File: config.mk
export PLATFORM = sky130hd
export DESIGN_NAME = pipeline_stall_ctrl
export DESIGN_NICKNAME = d
export VERILOG_FILES = /design/src/rtl/pipeline_stall_ctrl.sv
export SDC_FILE = /design/constraint.sdc
export NUM_CORES = 1
export LEC_CHECK = 0
export ABC_AREA = 1
export BUFFER_PORTS_ARGS = -buffer_cell sky130_fd_sc_hd__buf_2
export CORE_MARGIN = 2
export CORE_UTILIZATION = 45
export DETAILED_ROUTE_END_ITERATION = 6
export MAX_ROUTING_LAYER = met4
export PLACE_DENSITY_LB_ADDON = 0.25
export REMOVE_ABC_BUFFERS = 1
export SKIP_LAST_GASP = 1
export SYNTH_ARGS = -nofsm -noshare
export SYNTH_HDL_FRONTEND = slang
export SYNTH_SLANG_ARGS = --single-unit
File: constraint.sdc
create_clock -name clk_i -period 2.25 [get_ports clk_i]
set_clock_uncertainty 0.2 [all_clocks]
set_input_delay 0.225 -clock clk_i [delete_from_list [all_inputs] [get_ports clk_i]]
set_output_delay 0.225 -clock clk_i [all_outputs]
set_load 0.02 [all_outputs]
File: src/rtl/pipeline_stall_ctrl.sv
// Pipeline stall controller: load-use bubbles, branch flushes and a
// RUN/MISS/DONE data-cache refill sequence, plus a saturating stall-cycle counter.
module pipeline_stall_ctrl #(
    parameter int CNT_W = 16
) (
    input  logic             clk_i,
    input  logic             rst_i,
    input  logic             hazard_i,
    input  logic             branch_taken_i,
    input  logic             dmem_req_i,
    input  logic             dmem_hit_i,
    input  logic             mem_ack_i,
    output logic             mem_req_o,
    output logic             PCWrite_o,
    output logic             IFID_Write_o,
    output logic             IFID_Flush_o,
    output logic             IDEX_Bubble_o,
    output logic             Pipe_Stall_o,
    output logic             busy_o,
    output logic [CNT_W-1:0] stall_cnt_o
);

    typedef enum logic [1:0] {
        ST_RUN  = 2'd0,
        ST_MISS = 2'd1,
        ST_DONE = 2'd2
    } state_e;

    localparam logic [CNT_W-1:0] CNT_MAX = {CNT_W{1'b1}};
    localparam logic [CNT_W-1:0] CNT_ONE = {{(CNT_W-1){1'b0}}, 1'b1};

    state_e           state_q, state_d;
    logic [CNT_W-1:0] cnt_q, cnt_d;

    // Next-state and pipeline control decode; reset forces every control low.
    always_comb begin
        state_d       = state_q;
        mem_req_o     = 1'b0;
        PCWrite_o     = 1'b0;
        IFID_Write_o  = 1'b0;
        IFID_Flush_o  = 1'b0;
        IDEX_Bubble_o = 1'b0;
        Pipe_Stall_o  = 1'b0;
        busy_o        = 1'b0;
        if (!rst_i) begin
            state_d = ST_RUN;
        end else begin
            case (state_q)
                ST_RUN: begin
                    if (dmem_req_i && !dmem_hit_i) begin
                        Pipe_Stall_o = 1'b1;
                        state_d      = ST_MISS;
                    end else if (hazard_i) begin
                        // a taken branch is dropped here; it re-resolves next cycle
                        IDEX_Bubble_o = 1'b1;
                    end else begin
                        PCWrite_o    = 1'b1;
                        IFID_Write_o = 1'b1;
                        IFID_Flush_o = branch_taken_i;
                    end
                end
                ST_MISS: begin
                    mem_req_o    = 1'b1;
                    Pipe_Stall_o = 1'b1;
                    busy_o       = 1'b1;
                    if (mem_ack_i) begin
                        state_d = ST_DONE;
                    end else begin
                        state_d = ST_MISS;
                    end
                end
                ST_DONE: begin
                    Pipe_Stall_o = 1'b1;
                    busy_o       = 1'b1;
                    state_d      = ST_RUN;
                end
                default: begin
                    state_d = ST_RUN;
                end
            endcase
        end
    end

    // Saturating count of cycles lost to stalls or bubbles.
    always_comb begin
        cnt_d = cnt_q;
        if ((Pipe_Stall_o || IDEX_Bubble_o) && (cnt_q != CNT_MAX)) begin
            cnt_d = cnt_q + CNT_ONE;
        end else begin
            cnt_d = cnt_q;
        end
    end

    // State and counter registers with synchronous active-low reset.
    always_ff @(posedge clk_i) begin
        if (!rst_i) begin
            state_q <= ST_RUN;
            cnt_q   <= '0;
        end else begin
            state_q <= state_d;
            cnt_q   <= cnt_d;
        end
    end

    assign stall_cnt_o = cnt_q;

endmodule

* Word-level counts from Yosys, hierarchy flattened
Cells that the tools add are included.
** Storage, ports and cells
- Bits of input ports :: 7
- Logic and storage cells :: 35
- Output and inout port bits :: 23
- Register bits :: 18
** Operators by class
- Add/subtract/negate cells :: 1
- Multiplexer cells :: 22
- Eq/ne operators :: 4
- Reductions and logical operators :: 6
** Operators with widths (number)
- $mux 1 :: 18
- $add 16x1->16 const B :: 1
- $ne 16x16->1 const B :: 1
- $mux 2 :: 2
- $pmux 2 s2 :: 1
- $eq 2x1->1 const B :: 1
- $eq 2x2->1 const B :: 1
- $logic_and 1x1->1 :: 2
- $logic_not 2->1 :: 1
- $ne 2x2->1 const B :: 1
- $pmux 1 s2 :: 1
- $reduce_or 2->1 :: 1
- $logic_not 1->1 :: 1
- $logic_or 1x1->1 :: 1

* Longest topological paths before layout
Gate-level depths: netlist of the first run.
- Depth in word-level cells :: 7
- Depth in mapped cells :: 11
- Depth with buffers taken out :: 11

* Worst setup path after synthesis of the first run
No wires, ideal clock.
- Path type :: register to register
- From :: register cnt_q[0] (netlist: stall_cnt_o[0])
- To :: register cnt_q[4] (netlist: stall_cnt_o[4])
- Slack :: 463 ps
- Data arrival time :: 1471 ps
- Library setup time :: 116 ps
- Data required time :: 1934 ps
- Stages on the path, launching flop included :: 10
- Buffers on the path :: 1
- Clock period less this slack :: 1787 ps
- Path through :: dfxtp_1 -> ha_1 -> nand2_1 -> nor2_4 -> nand3_4 -> nand2_4 -> inv_2 -> buf_6 -> nor2_1 -> nor2_1
** On the way
- Longest elaborated chain between the ends :: 2
- Elaborated cells between the ends (all ways) :: 3
- Those cells by class :: add/sub (1); eq/ne (1); reduce/logical (1)
** Ends and longest elaborated chain
- start: declaration :: line 33 : logic [CNT_W-1:0] cnt_q, cnt_d;
- start signal: assignment :: line 101 : cnt_q <= cnt_d;
- parallel branches: the longest is 2 deep, another holds $add 16x1->16
Parallel ways; which one is timed is not known.
A chain may end at the register's enable or synchronous reset.

* Worst setup path after layout of the first run
- From :: register state_q[0]
- To :: output port IFID_Flush_o
** On the way
- Longest elaborated chain between the ends :: 3
** Ends and longest elaborated chain
- start: declaration :: line 32 : state_e state_q, state_d;
- start signal: assignment :: line 100 : state_q <= state_d;
- $logic_not 2->1 :: line 48 : case (state_q)
- $mux 1 :: line 48
- $mux 1 :: line 45 : if (!rst_i) begin
- end: declaration :: line 16 : output logic IFID_Flush_o,
No other way between the ends.

==> reports/qor.csv, run 1 <==
stage,metric,value,unit
run_status,outcome,completed,
clock_network,clockBufferDepth,2,
routing,drc,0,
die,design.die.area,0.00318,mm2
grt,grt_max_degree,13,
pwr,power,0.824,mW
routing,drt_iter0_drc,32,
die,pin_count,30,
synth,synth.yosys.seq_area_share,29.2,%
clock_network,cts.repair.resized,0,
routing,vias_per_cell,4.85,
worst_setup_path,worst_setup_path_start_kind,register,
worst_hold_path,min-delay-path-class,in -> reg,
clock_network,cts_max_level,1,
clock_network,ctsHoldBuffers,1,
synth,yosysWarnings,0,
placement,gp_congestion,0.833,
pwr,leakage,0.679,nW
die,start_util,48.5,%
pwr,power_density,579,mW/mm2
die,die_h,56.4,um
sta,final-setup-viol-count,0,
worst_setup_path,cp_max_fo,5,
clock_network,cts.sinks,18,
final_layout,drive_above_1_share,29.0,%
final_layout,area_growth,15.4,%
routing,dr_total_vias,1163,
placement,dp_hpwl,2.04,mm
final_layout,diodes,0,
die,row_count,18,
grt,first_global_vias,1085,
die,die_w,56.4,um
sta,worstMarginPinSlew,0.274,ns
sta,finalMaxSlewViolations,0,
grt,grt_pass1_wl,4.67,mm
sta,fin_crit_sh,88.1,%
clock_network,post_cts_buffers,0,
synth,postSynthCellCount,180,
flow_run,max-cap-violations,0,
synth,yosysTopAreaCell,dfxtp_1,
worst_setup_path,worstSetupPathType,reg -> out,
routing,wl,2.63,mm
synth,syn_area_per_cell,6.85,um2
final_layout,mostFrequentLayoutCell,nand2_1,
clock_network,numCtsBuffers,3,
clock_network,cts.clk_slew.worst_paths,0.10,ns
synth,synth_area_leaders,"dfxtp_1 29%, nand2_1 15%, inv_1 7.3%, nor2_1 7.0%, nand3_1 6.5%",
worst_setup_path,required,1.82,ns
grt,overflow,0,
routing,ant_nets,0,
sta,relSlewSlack,81.6,%
grt,antenna_found_initial,0,
worst_setup_path,end_kind,output port,
sta,rsz0062_at_grt,no,
sta,hold_viol_final,0,
clock_network,clk_latency,0.30,ns
sta,post-route-min-period,1.98,ns
synth,synthDistinctLibCells,26,
routing,dr.pass1.iters,4,
clock_network,cts_tree,done,
final_layout,final_cell_mix,"48 x nand2_1, 29 x buf_2, 24 x inv_1, 23 x nor2_1, 18 x dfxtp_1",
clock_network,root_buffer,clkbuf_4,
routing,wl_per_cell,11.0,um
synth,synth_top_area_share,29.2,%
synth,synth_area,0.00123,mm2
placement,port_buffers,29,
final_layout,fin_nets,222,
sta,setup_tns,0,ns
pwr,irDropWorstVdd,378,uV
worst_setup_path,arrival,1.56,ns
die,coreArea,0.00254,mm2
synth,ys_ff_latch,18,
sta,maxClockFrequency,0.504,GHz
grt,grt_usage,18.6,%
[metrics by stage]
step	hold slack [ns]	area [um2]	utilization, %	worst slack (ns)	std cells
floorplan	0.145	1190	-	0.462	175
global placement	0.259	1380	54.1	0.461	235
detailed placement	0.276	1380	54.1	0.380	235
CTS	0.0791	1420	55.9	0.266	240
global route	0.0945	1420	55.9	0.103	240
finish	0.0875	1420	55.9	0.267	240
[path summary, 6_finish.rpt]
path	start	end	slack [ns]	cells after the start
hold reg to reg	stall_cnt_o[12]	stall_cnt_o[12]	0.29	2
hold / removal	rst_i	state_q[0]	0.09	3
setup / recovery	state_q[0]	IFID_Flush_o	0.27	5
setup reg to reg	state_q[0]	stall_cnt_o[0]	0.37	11
[registers in the layout, indices dropped and copies added, names as in the netlist]
| name | count |
|---|---|
| state_q | 2 |
| stall_cnt_o | 16 |
[routing by layer]
metal / vias to the layer above / part of all wire [%] / track usage [%]
met4: 0 / 0.46 / 3.40
met5: - / 0 / -
met3: 2 / 4.6 / 4.84
li1: 612 / - / -
met1: 526 / 46 / 22.5
met2: 23 / 49 / 31.4
[Yosys cell counts]
master,number
nand4_4,1
nand3_4,1
nand3b_1,2
nor2_2,3
nand4_1,1
inv_2,1
ha_1,4
nor2_1,23
inv_1,24
o221ai_1,1
nand2_1,48
inv_4,1
buf_2,1
o21ai_0,3
and2_2,1
dfxtp_1,18
nand2_4,2
a21oi_2,8
buf_4,1
a21oi_1,2
xor2_1,5
nand2_2,7
nor2_4,2
nand3_1,16
nor3b_1,1
buf_6,3
[cell type report]
type                            instances  area (um2)
Multi-Input combinational cell        131         727
Fill cell                             260        1120
Tap cell                               30        37.5
Sequential cell                        18         360
Timing Repair Buffer                   31         163
Inverter                               26         100
Clock buffer                            4        36.3
[logic make-up after synthesis]
kind of cell	share of synthesized area, %
xor+xnor	3.55
flops	29.2
buf+inv	11.9
fa+ha+maj	4.06
compound gates	8.42
simple gates	42.9
[where the power goes]
group	leakage (nW)	switching, mW	internal (mW)
combinational	0.512	0.167	0.0811
sequential	0.146	0.0271	0.343
clock	0.0210	0.107	0.0987
[critical path: stages (launching register included)]
cell,delay (ns)
dfxtp_1,0.35
inv_1,0.07
ha_1,0.28
nand3_1,0.16
nor3b_1,0.21
buf_2,0.19
Power figures use the tool's default switching activity.
==> inputs of run 2 (changes only) <==
==> constraint.sdc (replaced) <==
create_clock -name clk_i -period 2.25 [get_ports clk_i]
set_clock_uncertainty 0.2 [all_clocks]
set_input_delay 0.45 -clock clk_i [delete_from_list [all_inputs] [get_ports clk_i]]
set_output_delay 0.45 -clock clk_i [all_outputs]
set_load 0.02 [all_outputs]
==> run 2 against run 1 <==
Compared with the run above: combinational power increased by 4%; cell count down 0.42%; hold slack gained 0.16 ns; flip-flop and latch count unchanged; critical endpoint unchanged; wire length increased by 4.9%.
==> reports/qor.csv, run 2 (same netlist as run 1, synthesis figures left out) <==
stage,metric,value,unit
run_status,outcome,completed,
final_layout,area_growth,15.6,%
final_layout,num-fill-cells,255,
clock_network,cts_tree,done,
worst_setup_path,cp_slowest_stage_delay,0.33,ns
final_layout,drive_above_1_share,29.7,%
routing,drt_iter0_drc,28,
worst_setup_path,worst_setup_path_start_kind,register,
grt,overflow,0,
sta,fin_ws,0.116,ns
die,row_count,18,
die,coreArea,0.00254,mm2
die,die_h,56.4,um
placement,gp_congestion,0.808,
die,die_w,56.4,um
placement,dp.cells,235,
worst_setup_path,worstPathCellList,inv_1 > ha_4 > nand3_1 > nor3b_1 > buf_2,
sta,hold_viol_final,0,
final_layout,regArea,360,um2
routing,wl,2.76,mm
routing,ant_nets,0,
final_layout,mostFrequentLayoutCell,nand2_1,
final_layout,largest_reg_flops,16,
pwr,power_density,583,mW/mm2
pwr,power.switching,0.303,mW
final_layout,final_cell_mix,"48 x nand2_1, 29 x buf_2, 24 x inv_1, 23 x nor2_1, 18 x dfxtp_1",
routing,drc,0,
grt,first_global_vias,1014,
worst_setup_path,arrival,1.48,ns
sta,relSlewSlack,80.6,%
pwr,pwr-share-comb,31.0,%
pwr,intPower,0.529,mW
grt,grt_max_degree,13,
worst_hold_path,min-delay-path-class,in -> reg,
clock_network,numCtsBuffers,3,
sta,worstMarginPinSlew,0.289,ns
pwr,seq_power_share,44.6,%
sta,post-route-min-period,2.13,ns
flow_run,max-cap-violations,0,
die,pin_count,30,
placement,place_ws,0.296,ns
placement,port_buffers,29,
sta,fin_crit_sh,94.8,%
routing,dr.pass1.iters,5,
grt,grt_pass1_wl,4.29,mm
final_layout,fin_nets,221,
worst_setup_path,required,1.60,ns
worst_setup_path,end_kind,output port,
clock_network,cts_max_level,1,
clock_network,cts.sinks,18,
final_layout,multi_input_area,739,um2
pwr,p_sw_share,36.4,%
pwr,p_clk_share,24.4,%
worst_setup_path,crit_slowest_cell,dfxtp_1,
grt,grt_usage,17.6,%
clock_network,clk_latency,0.29,ns
clock_network,cts.clk_slew.worst_paths,0.10,ns
placement,dp_hpwl,2.15,mm
sta,final-setup-viol-count,0,
worst_setup_path,crit_buf_inv,2,
final_layout,stdcell_count,239,
sta,finalMaxSlewViolations,0,
die,design.die.area,0.00318,mm2
pwr,irDropWorstVdd,441,uV
routing,vias_per_cell,4.85,
worst_setup_path,cp_max_fo,5,
die,start_util,48.5,%
routing,dr_total_vias,1159,
sta,maxClockFrequency,0.469,GHz
worst_setup_path,path_delay_family,simple AND/OR/NAND/NOR gates,
clock_network,clockBufferDepth,2,
routing,wl_per_cell,11.6,um
sta,setup_tns,0,ns
grt,antenna_found_initial,0,
pwr,leakage,0.676,nW
clock_network,root_buffer,clkbuf_4,
clock_network,post_cts_buffers,0,
final_layout,diodes,0,
worst_setup_path,worstSetupPathType,reg -> out,
run 2: changes by cell type in the layout (fill, tap and decap cells not counted):
| cell | change |
|---|---|
| dlygate4sd3_1 | -1 |
| ha_4 | +1 |
| ha_1 | -1 |
run 2: final timing paths:
path | end | slack, ns | cells after the start | start
hold / removal | state_q[1] | 0.25 | 3 | mem_ack_i
setup / recovery | IFID_Flush_o | 0.12 | 5 | state_q[1]
hold reg to reg | stall_cnt_o[12] | 0.31 | 2 | stall_cnt_o[12]
setup reg to reg | stall_cnt_o[13] | 0.40 | 10 | state_q[0]
run 2: tightest hold or removal path, stage by stage:
cell     delay, ns
buf_2         0.09
nand3_1       0.07
o21ai_0       0.09
run 2: cell type report:
cell class,count,share of cell area [%]
multi-input cells,131,51.8
flip-flops and latches,18,25.3
repair buffers,30,10.7
inverters,26,7.02
well taps,30,2.63
clock buffers,4,2.54
run 2: per-stage QoR:
stage,hold WS (ns),power (mW),area (um2),util [%]
after global routing,0.246,0.884,1430,56.0
after detailed placement,0.293,0.624,1380,54.1
after CTS,0.244,0.834,1420,55.7
final,0.249,0.832,1430,56.0
after global placement,0.263,0.617,1380,54.1
after floorplan,0.293,0.550,1190,-
run 2: routing by layer:
metal	routed length, um	track usage (%)
met1	1260	20.5
met2	1380	29.4
met3	109	3.69
met4	15	7.14
met5	0	-
run 2: power by group through the flow:
stage / logic, mW / clock network, mW / registers, mW
2_1_floorplan: 0.153 / 0 / 0.397
3_3_place_gp: 0.241 / 0 / 0.376
3_5_place_dp: 0.246 / 0 / 0.378
4_1_cts: 0.249 / 0.213 / 0.371
5_1_grt: 0.283 / 0.227 / 0.375
6_report: 0.258 / 0.203 / 0.371
run 2: timing repair:
action                                  CTS  global route
endpoints found under the setup margin    1             1
resized for setup                         1             1
pin swaps                                 0             0
hold buffers                              0             0
